## config.mk

```make
export PLATFORM = sky130hd
export DESIGN_NAME = apb_master_ctrl_flat
export DESIGN_NICKNAME = d
export VERILOG_FILES = /design/src/rtl/apb_master_ctrl_pkg.sv /design/src/rtl/apb_master_ctrl_if.sv /design/src/rtl/apb_master_ctrl_wait_timer.sv /design/src/rtl/apb_master_ctrl.sv /design/src/flat_wrapper.sv
export SDC_FILE = /design/constraint.sdc
export NUM_CORES = 1
export LEC_CHECK = 0
export ABC_AREA = 1
export CAP_MARGIN = 25
export CORE_AREA = 2 2 110 112
export DETAILED_ROUTE_END_ITERATION = 16
export DIE_AREA = 0 0 112 114
export PLACE_DENSITY = 0.74
export SYNTH_ARGS = -nofsm -noshare
export SYNTH_HDL_FRONTEND = slang
export SYNTH_SLANG_ARGS = --single-unit
```

## constraint.sdc

```tcl
create_clock -name clk -period 1.8 [get_ports clk]
set_clock_uncertainty 0.05 [all_clocks]
set_input_delay 0.36 -clock clk [delete_from_list [all_inputs] [get_ports clk]]
set_output_delay 0.36 -clock clk [all_outputs]
set_load 0.02 [all_outputs]
```

## src/rtl/apb_master_ctrl_pkg.sv

```systemverilog
// Shared types and constants for the APB initiator and the register slaves on its segment.
package apb_master_ctrl_pkg;

    // Transfer sequencing states of the APB initiator.
    typedef enum logic [1:0] {
        ST_IDLE   = 2'd0,
        ST_SETUP  = 2'd1,
        ST_ACCESS = 2'd2,
        ST_RESP   = 2'd3
    } apb_state_e;

    // Default bus geometry of the segment.
    localparam int APB_ADDR_W = 32;
    localparam int APB_DATA_W = 32;

    // Register offsets of the configuration/status slaves on the segment.
    localparam logic [31:0] REG_CTRL   = 32'h0000_0000;
    localparam logic [31:0] REG_STATUS = 32'h0000_0004;
    localparam logic [31:0] REG_IRQ    = 32'h0000_0008;
    localparam logic [31:0] REG_ERR    = 32'h0000_000C;

    // Width of a counter able to hold values 0..max_val, never narrower than one bit.
    function automatic int cnt_width(input int unsigned max_val);
        int w;
        w = $clog2(max_val + 1);
        return (w < 1) ? 1 : w;
    endfunction

endpackage

```

## src/rtl/apb_master_ctrl_if.sv

```systemverilog
// Request/response handshake plus APB3 bus of the initiator, seen from both ends.
interface apb_master_ctrl_if #(
    parameter int ADDR_W = 32,
    parameter int DATA_W = 32
);
    // local request channel
    logic              req_valid;
    logic              req_ready;
    logic [ADDR_W-1:0] req_addr;
    logic              req_write;
    logic [DATA_W-1:0] req_wdata;
    // local response channel
    logic              rsp_valid;
    logic              rsp_ready;
    logic [DATA_W-1:0] rsp_rdata;
    logic              rsp_err;
    logic              rsp_timeout;
    // APB3 bus
    logic [ADDR_W-1:0] m_paddr;
    logic              m_psel;
    logic              m_penable;
    logic              m_pwrite;
    logic [DATA_W-1:0] m_pwdata;
    logic [DATA_W-1:0] m_prdata;
    logic              m_pready;
    logic              m_pslverr;

    // The initiator itself.
    modport master (
        input  req_valid, req_addr, req_write, req_wdata, rsp_ready,
        input  m_prdata, m_pready, m_pslverr,
        output req_ready, rsp_valid, rsp_rdata, rsp_err, rsp_timeout,
        output m_paddr, m_psel, m_penable, m_pwrite, m_pwdata
    );

    // Everything around it: the local controller and the APB slaves.
    modport slave (
        output req_valid, req_addr, req_write, req_wdata, rsp_ready,
        output m_prdata, m_pready, m_pslverr,
        input  req_ready, rsp_valid, rsp_rdata, rsp_err, rsp_timeout,
        input  m_paddr, m_psel, m_penable, m_pwrite, m_pwdata
    );
endinterface

```

## src/rtl/apb_master_ctrl_wait_timer.sv

```systemverilog
// Wait-state counter for the ACCESS phase. 'expired' is registered and is high once
// TIMEOUT wait cycles have been counted, so the following ACCESS cycle without pready
// aborts. TIMEOUT = 0 disables expiry. The counter saturates instead of wrapping.
module apb_wait_timer
    import apb_master_ctrl_pkg::*;
#(
    parameter int unsigned TIMEOUT = 255
) (
    input  logic clk,
    input  logic rstn,
    input  logic clear,
    input  logic enable,
    output logic expired
);

    localparam int               CNT_W     = cnt_width(TIMEOUT);
    localparam logic [CNT_W-1:0] CNT_MAX   = {CNT_W{1'b1}};
    localparam logic [CNT_W-1:0] CNT_LIMIT = CNT_W'(TIMEOUT);
    localparam bit               TIMER_EN  = (TIMEOUT != 32'd0);

    logic [CNT_W-1:0] cnt_r;
    logic [CNT_W-1:0] cnt_nxt_s;
    logic             expired_r;

    // Next count: clear has priority, otherwise count wait cycles up to saturation.
    always_comb begin
        cnt_nxt_s = cnt_r;
        if (clear) begin
            cnt_nxt_s = {CNT_W{1'b0}};
        end else if (enable && (cnt_r != CNT_MAX)) begin
            cnt_nxt_s = cnt_r + {{(CNT_W-1){1'b0}}, 1'b1};
        end else begin
            cnt_nxt_s = cnt_r;
        end
    end

    // Counter and expiry flag registers.
    always_ff @(posedge clk or negedge rstn) begin
        if (!rstn) begin
            cnt_r     <= {CNT_W{1'b0}};
            expired_r <= 1'b0;
        end else begin
            cnt_r     <= cnt_nxt_s;
            expired_r <= TIMER_EN && (cnt_nxt_s == CNT_LIMIT);
        end
    end

    assign expired = expired_r;

endmodule

```

## src/rtl/apb_master_ctrl.sv

```systemverilog
// APB3 initiator: turns one local request at a time into a SETUP/ACCESS transfer and
// returns the slave's answer (or a timeout abort) on the response handshake.
// All bus and response outputs come straight from registers.
module apb_master_ctrl
    import apb_master_ctrl_pkg::*;
#(
    parameter int          ADDR_W  = APB_ADDR_W,
    parameter int          DATA_W  = APB_DATA_W,
    parameter int unsigned TIMEOUT = 255
) (
    input  logic               clk,
    input  logic               rstn,
    apb_master_ctrl_if.master  bus
);

    apb_state_e        state_r,       state_nxt_s;
    logic              req_ready_r,   req_ready_nxt_s;
    logic              rsp_valid_r,   rsp_valid_nxt_s;
    logic [DATA_W-1:0] rsp_rdata_r,   rsp_rdata_nxt_s;
    logic              rsp_err_r,     rsp_err_nxt_s;
    logic              rsp_timeout_r, rsp_timeout_nxt_s;
    logic [ADDR_W-1:0] paddr_r,       paddr_nxt_s;
    logic              psel_r,        psel_nxt_s;
    logic              penable_r,     penable_nxt_s;
    logic              pwrite_r,      pwrite_nxt_s;
    logic [DATA_W-1:0] pwdata_r,      pwdata_nxt_s;

    logic timer_clear_s;
    logic timer_enable_s;
    logic timer_expired_s;

    // The wait counter runs only on ACCESS cycles without pready and restarts when the
    // response has been consumed.
    assign timer_enable_s = (state_r == ST_ACCESS) && !bus.m_pready;
    assign timer_clear_s  = (state_r == ST_RESP) && bus.rsp_ready;

    apb_wait_timer #(
        .TIMEOUT (TIMEOUT)
    ) u_wait_timer (
        .clk     (clk),
        .rstn    (rstn),
        .clear   (timer_clear_s),
        .enable  (timer_enable_s),
        .expired (timer_expired_s)
    );

    // Next-state and next-output logic; every register holds unless its state says otherwise.
    always_comb begin
        state_nxt_s       = state_r;
        req_ready_nxt_s   = req_ready_r;
        rsp_valid_nxt_s   = rsp_valid_r;
        rsp_rdata_nxt_s   = rsp_rdata_r;
        rsp_err_nxt_s     = rsp_err_r;
        rsp_timeout_nxt_s = rsp_timeout_r;
        paddr_nxt_s       = paddr_r;
        psel_nxt_s        = psel_r;
        penable_nxt_s     = penable_r;
        pwrite_nxt_s      = pwrite_r;
        pwdata_nxt_s      = pwdata_r;

        case (state_r)
            ST_IDLE: begin
                if (bus.req_valid) begin
                    // Reads drive zero on pwdata so no stale write data appears on the bus.
                    paddr_nxt_s     = bus.req_addr;
                    pwrite_nxt_s    = bus.req_write;
                    pwdata_nxt_s    = bus.req_write ? bus.req_wdata : {DATA_W{1'b0}};
                    psel_nxt_s      = 1'b1;
                    penable_nxt_s   = 1'b0;
                    req_ready_nxt_s = 1'b0;
                    state_nxt_s     = ST_SETUP;
                end else begin
                    state_nxt_s = ST_IDLE;
                end
            end

            ST_SETUP: begin
                penable_nxt_s = 1'b1;
                state_nxt_s   = ST_ACCESS;
            end

            ST_ACCESS: begin
                // pready takes precedence over an expiry in the same cycle.
                if (bus.m_pready) begin
                    rsp_rdata_nxt_s   = pwrite_r ? {DATA_W{1'b0}} : bus.m_prdata;
                    rsp_err_nxt_s     = bus.m_pslverr;
                    rsp_timeout_nxt_s = 1'b0;
                    rsp_valid_nxt_s   = 1'b1;
                    psel_nxt_s        = 1'b0;
                    penable_nxt_s     = 1'b0;
                    state_nxt_s       = ST_RESP;
                end else if (timer_expired_s) begin
                    rsp_rdata_nxt_s   = {DATA_W{1'b0}};
                    rsp_err_nxt_s     = 1'b1;
                    rsp_timeout_nxt_s = 1'b1;
                    rsp_valid_nxt_s   = 1'b1;
                    psel_nxt_s        = 1'b0;
                    penable_nxt_s     = 1'b0;
                    state_nxt_s       = ST_RESP;
                end else begin
                    state_nxt_s = ST_ACCESS;
                end
            end

            ST_RESP: begin
                // Response fields stay frozen until consumed; no request is taken here.
                if (bus.rsp_ready) begin
                    rsp_valid_nxt_s = 1'b0;
                    req_ready_nxt_s = 1'b1;
                    state_nxt_s     = ST_IDLE;
                end else begin
                    state_nxt_s = ST_RESP;
                end
            end

            default: begin
                state_nxt_s       = ST_IDLE;
                req_ready_nxt_s   = 1'b1;
                rsp_valid_nxt_s   = 1'b0;
                rsp_rdata_nxt_s   = {DATA_W{1'b0}};
                rsp_err_nxt_s     = 1'b0;
                rsp_timeout_nxt_s = 1'b0;
                psel_nxt_s        = 1'b0;
                penable_nxt_s     = 1'b0;
            end
        endcase
    end

    // State and output registers; reset drops the bus and discards any pending response.
    always_ff @(posedge clk or negedge rstn) begin
        if (!rstn) begin
            state_r       <= ST_IDLE;
            req_ready_r   <= 1'b1;
            rsp_valid_r   <= 1'b0;
            rsp_rdata_r   <= {DATA_W{1'b0}};
            rsp_err_r     <= 1'b0;
            rsp_timeout_r <= 1'b0;
            paddr_r       <= {ADDR_W{1'b0}};
            psel_r        <= 1'b0;
            penable_r     <= 1'b0;
            pwrite_r      <= 1'b0;
            pwdata_r      <= {DATA_W{1'b0}};
        end else begin
            state_r       <= state_nxt_s;
            req_ready_r   <= req_ready_nxt_s;
            rsp_valid_r   <= rsp_valid_nxt_s;
            rsp_rdata_r   <= rsp_rdata_nxt_s;
            rsp_err_r     <= rsp_err_nxt_s;
            rsp_timeout_r <= rsp_timeout_nxt_s;
            paddr_r       <= paddr_nxt_s;
            psel_r        <= psel_nxt_s;
            penable_r     <= penable_nxt_s;
            pwrite_r      <= pwrite_nxt_s;
            pwdata_r      <= pwdata_nxt_s;
        end
    end

    assign bus.req_ready   = req_ready_r;
    assign bus.rsp_valid   = rsp_valid_r;
    assign bus.rsp_rdata   = rsp_rdata_r;
    assign bus.rsp_err     = rsp_err_r;
    assign bus.rsp_timeout = rsp_timeout_r;
    assign bus.m_paddr     = paddr_r;
    assign bus.m_psel      = psel_r;
    assign bus.m_penable   = penable_r;
    assign bus.m_pwrite    = pwrite_r;
    assign bus.m_pwdata    = pwdata_r;

endmodule
```

## src/flat_wrapper.sv

```systemverilog
// flat-port wrapper written by rule: the top's interface ports become plain ports
module apb_master_ctrl_flat import apb_master_ctrl_pkg::*;
#(
    parameter int          ADDR_W  = APB_ADDR_W,
    parameter int          DATA_W  = APB_DATA_W,
    parameter int unsigned TIMEOUT = 255
)
  (clk, rstn, bus_req_valid, bus_req_addr, bus_req_write, bus_req_wdata, bus_rsp_ready, bus_m_prdata, bus_m_pready, bus_m_pslverr, bus_req_ready, bus_rsp_valid, bus_rsp_rdata, bus_rsp_err, bus_rsp_timeout, bus_m_paddr, bus_m_psel, bus_m_penable, bus_m_pwrite, bus_m_pwdata);
  apb_master_ctrl_if #(.ADDR_W(ADDR_W), .DATA_W(DATA_W)) bus_i ();
  input  logic clk;
  input  logic rstn;
  input wire logic [$bits(bus_i.req_valid)-1:0] bus_req_valid;
  input wire logic [$bits(bus_i.req_addr)-1:0] bus_req_addr;
  input wire logic [$bits(bus_i.req_write)-1:0] bus_req_write;
  input wire logic [$bits(bus_i.req_wdata)-1:0] bus_req_wdata;
  input wire logic [$bits(bus_i.rsp_ready)-1:0] bus_rsp_ready;
  input wire logic [$bits(bus_i.m_prdata)-1:0] bus_m_prdata;
  input wire logic [$bits(bus_i.m_pready)-1:0] bus_m_pready;
  input wire logic [$bits(bus_i.m_pslverr)-1:0] bus_m_pslverr;
  output wire logic [$bits(bus_i.req_ready)-1:0] bus_req_ready;
  output wire logic [$bits(bus_i.rsp_valid)-1:0] bus_rsp_valid;
  output wire logic [$bits(bus_i.rsp_rdata)-1:0] bus_rsp_rdata;
  output wire logic [$bits(bus_i.rsp_err)-1:0] bus_rsp_err;
  output wire logic [$bits(bus_i.rsp_timeout)-1:0] bus_rsp_timeout;
  output wire logic [$bits(bus_i.m_paddr)-1:0] bus_m_paddr;
  output wire logic [$bits(bus_i.m_psel)-1:0] bus_m_psel;
  output wire logic [$bits(bus_i.m_penable)-1:0] bus_m_penable;
  output wire logic [$bits(bus_i.m_pwrite)-1:0] bus_m_pwrite;
  output wire logic [$bits(bus_i.m_pwdata)-1:0] bus_m_pwdata;
  assign bus_i.req_valid = bus_req_valid;
  assign bus_i.req_addr = bus_req_addr;
  assign bus_i.req_write = bus_req_write;
  assign bus_i.req_wdata = bus_req_wdata;
  assign bus_i.rsp_ready = bus_rsp_ready;
  assign bus_i.m_prdata = bus_m_prdata;
  assign bus_i.m_pready = bus_m_pready;
  assign bus_i.m_pslverr = bus_m_pslverr;
  assign bus_req_ready = bus_i.req_ready;
  assign bus_rsp_valid = bus_i.rsp_valid;
  assign bus_rsp_rdata = bus_i.rsp_rdata;
  assign bus_rsp_err = bus_i.rsp_err;
  assign bus_rsp_timeout = bus_i.rsp_timeout;
  assign bus_m_paddr = bus_i.m_paddr;
  assign bus_m_psel = bus_i.m_psel;
  assign bus_m_penable = bus_i.m_penable;
  assign bus_m_pwrite = bus_i.m_pwrite;
  assign bus_m_pwdata = bus_i.m_pwdata;
  apb_master_ctrl #(.ADDR_W(ADDR_W), .DATA_W(DATA_W), .TIMEOUT(TIMEOUT)) u_core (.clk(clk), .rstn(rstn), .bus(bus_i));
endmodule
```

==> results.md, run 1 <==
* Initial Util at 0.397
* Area leader, netlist: dfrtp_1
* Clk network pwr share at 0.251
* # setup viols final at 0
* Combinational share of power at 0.422
* N_diodes at 0
* Fillcell total at 972
* Mapped cell area at 4650 um^2
* Fmax at 0.567 GHz
* Nets at 869
* Crit start category: flop
* Yosys reg bits at 114
* Largest net degree at the start of global routing at 46
* DP HPWL at 9740 um
* Clk_lat worst skew at 0.40 ns
* Critical path depth at 1
* Drt total wl at 13600 um
* Top cells by count, synth: nand2_1, dfrtp_1, nand3_1
* Clock sinks at 114
* Die W at 112 um
* Residual DRC at 0
* Top-count cell post-synth: nand2_1
* Lkg Pwr at 4.66 nW
* TritonCTS buffer count at 17
* Dpl cell area at 6990 um^2
* CTS tree: yes
* CORE AREA at 11700 um^2
* Critical path's top delay family: buffers and inverters
* Period utilization at 0.980
* Routed length per instance at 14.7 um
* Crit path kind: reg2out
* CP required at 1.39 ns
* Net switching power at 5.11 mW
* CP endpoint kind: output port
* Total of max-cap violations at 0
* Slew Limit Fails at 0
* Crit-path cells: clkdlybuf4s50_1
* Clock root cell: clkbuf_16
* Share of layout cells above drive strength 1 at 0.0927
* Seq pwr share at 0.327
* PwrDens at 1760 nW/um^2
* Sequential Area at 2850 um^2
* Number of global-route vias before repair at 4541
* GRT overflow at 0
* Post-route cell area at 7720 um^2
* Relative slew slack at 0.750
* Top_reg_cell synth: dfrtp_1
* Cell count after synthesis at 544
* Post-synth cell types at 24
* Total GRT Usage at 0.217
* H-tree levels at 4
* Number of routed nets with antenna violations at 0
* First-pass detailed-route iteration total at 5
* Multi-input logic area at 1580 um^2
* Vias at 4507
* Post-synth EDFFs at 0
* DR vias/cell at 4.88
* VDD IR max at 0.895 mV
* IO Pins at 206
* TNS Setup at 0 ns
* Count of final hold-check violations at 0
* Total die area at 12800 um^2
* # port buffers at 205
* R2r worst-path depth at 10
* Post-synthesis net count at 648
* Critical Path Max Stage Delay at 0.61 ns
* Initial antenna violation count at 0
* Syn Area/Cell at 8.56 um^2
* Data arrival, critical path at 1.35 ns
* Gpl congestion at 0.871
* Status: complete, no violations
* Sw Share at 0.377
* Part of the Yosys area used for sequential elements at 0.613
* RSZ-0062 raised after global routing: true
* Rows at 40
* Internal power at 8.46 mW
* Max FO, Critical Path at 2
* CTS Buffer Depth at 2
* Synth top area cells: dfrtp_1, nand2_1, nand3_1
* Fraction of registers with async set/reset at 1.00
* Worst min-delay path category: in2async
* CP max stage cell: clkdlybuf4s50_1
* Layout area overhead at 65.8%
* First-pass GRT wire length at 22100 um
* Period minus WS final at 1.76 ns
* Worst Max-Slew Pin Slew at 0.375 ns
* Yosys warning count at 0
* Bufs and invs on worst path at 1
* DR iter-0 viols at 271
* Height of the die at 114 um
* Clock transition at path regs at 0.05 ns
* Top cell type's share of synthesized area at 0.608
-- area by class of cell --
cell class / instances / area share
Clock inverter: 11 / 0.0211
Tap cell: 147 / 0.0238
Multi-Input combinational cell: 375 / 0.205
Timing Repair Buffer: 230 / 0.311
Clock buffer: 20 / 0.0566
Sequential cell: 114 / 0.370
Inverter: 27 / 0.0131
-- worst paths after layout --
| path | from | to | slack [ns] |
|---|---|---|---|
| min in group clk | u_core.bus.m_paddr[26]$_DFFE_PN0P_ | u_core.bus.m_paddr[26]$_DFFE_PN0P_ | 0.41 |
| worst max register to register | u_core.u_wait_timer.cnt_r[0]$_DFF_PN0_ | u_core.u_wait_timer.expired$_DFF_PN0_ | 0.12 |
| worst max-delay path | u_core.bus.m_pwdata[2]$_DFFE_PN0P_ | bus_m_pwdata[2] | 0.04 |
| worst min-delay path | rstn | u_core.bus.m_pwdata[6]$_DFFE_PN0P_ | 0.39 |
| max in group asynchronous | rstn | u_core.bus.rsp_rdata[15]$_DFFE_PN0P_ | 0.62 |
| worst min register to register | u_core.bus.m_paddr[26]$_DFFE_PN0P_ | u_core.bus.m_paddr[26]$_DFFE_PN0P_ | 0.41 |
-- stage by stage --
stage                     hold slack (ns)  setup WS [ns]  std cells  utilization  total power, mW
after floorplan                    0.0144          0.346        544            -             7.37
after global placement              0.255       -0.00900        888        0.597             10.5
after detailed placement            0.249        -0.0608        888        0.597             10.6
after CTS                           0.385        0.00107        920        0.645             13.8
after global routing                0.428        -0.0484        924        0.659             14.4
final                               0.390         0.0351        924        0.659             13.6
-- registers in the layout, indices dropped and copies added, names as in the netlist, 2 cells and up --
name                       flops
u_core.state_r                 2
u_core.bus.m_pwdata           32
u_core.bus.m_paddr            32
u_core.u_wait_timer.cnt_r      8
u_core.bus.rsp_rdata          32
-- layout by cell type, fill, tap and decap left out, drive strengths merged, types with 2 or more instances in the layout --
| master | instances |
|---|---|
| buf | 25 |
| dlygate4sd2 | 38 |
| a21oi | 2 |
| bufinv | 4 |
| clkdlybuf4s50 | 113 |
| clkinv | 4 |
| inv | 27 |
| clkinvlp | 3 |
| nand2 | 264 |
| o21ai | 2 |
| nand4 | 2 |
| nand3 | 80 |
| clkbuf | 20 |
| dlymetal6s2s | 53 |
| nor2 | 21 |
| dfrtp | 113 |
-- logic make-up (layout without fill, tap and decap cells) --
group | count (synthesis) | in the layout | share of synthesized area
AOI/OAI and AO/OA | 6 | 6 | 0.00806
adders and majority gates | 1 | 1 | 0.00269
buffers and inverters | 55 | 288 | 0.0500
DFF | 114 | 114 | 0.613
and+or+nand+nor | 368 | 368 | 0.326
-- layer usage --
layer | part of all wire | up-vias | wire [um] | track usage
met5 | 0 | - | 0 | 0
met4 | 0.014 | 0 | 184 | 0.0886
met3 | 0.081 | 15 | 1110 | 0.0760
met2 | 0.50 | 185 | 6860 | 0.366
met1 | 0.40 | 2166 | 5460 | 0.256
li1 | - | 2141 | - | -
-- power groups by stage --
stage	Combinational [mW]	Clock [mW]	Sequential (mW)
2_1_floorplan	1.57	0	5.80
3_3_place_gp	6.03	0	4.44
3_5_place_dp	6.15	0	4.49
4_1_cts	5.89	3.49	4.47
5_1_grt	6.20	3.61	4.60
6_report	5.72	3.41	4.44
-- what timing repair did --
item / 4_1_cts / 5_1_grt
setup endpoints to repair: 38 / 54
pin swaps: 0 / 1
buffers inserted: 0 / 4
resized for setup: 38 / 55
endpoints found under the hold margin: 22 / 0
hold buffers: 1 / 0
Note: power is estimated with default switching activity, not from simulation.
==> run 2: changes to the inputs <==
--- a/config.mk
+++ b/config.mk
@@ -8,9 +8,11 @@
 export ABC_AREA = 1
 export CAP_MARGIN = 25
 export CORE_AREA = 2 2 110 112
+export CTS_CLUSTER_DIAMETER = 200
 export DETAILED_ROUTE_END_ITERATION = 16
 export DIE_AREA = 0 0 112 114
 export PLACE_DENSITY = 0.74
 export SYNTH_ARGS = -nofsm -noshare
 export SYNTH_HDL_FRONTEND = slang
 export SYNTH_SLANG_ARGS = --single-unit
+export TNS_END_PERCENT = 20
==> results of run 2 <==
Same layout as run 1: the final DEF is identical, and so are final timing and power.
==> run 3: changes to the inputs <==
--- a/config.mk
+++ b/config.mk
@@ -9,6 +9,7 @@
 export CAP_MARGIN = 25
 export CORE_AREA = 2 2 110 112
 export CTS_CLUSTER_DIAMETER = 200
+export CTS_CLUSTER_SIZE = 16
 export DETAILED_ROUTE_END_ITERATION = 16
 export DIE_AREA = 0 0 112 114
 export PLACE_DENSITY = 0.74
==> results of run 3 <==
Same layout as run 1: the final DEF is identical, and so are final timing and power.
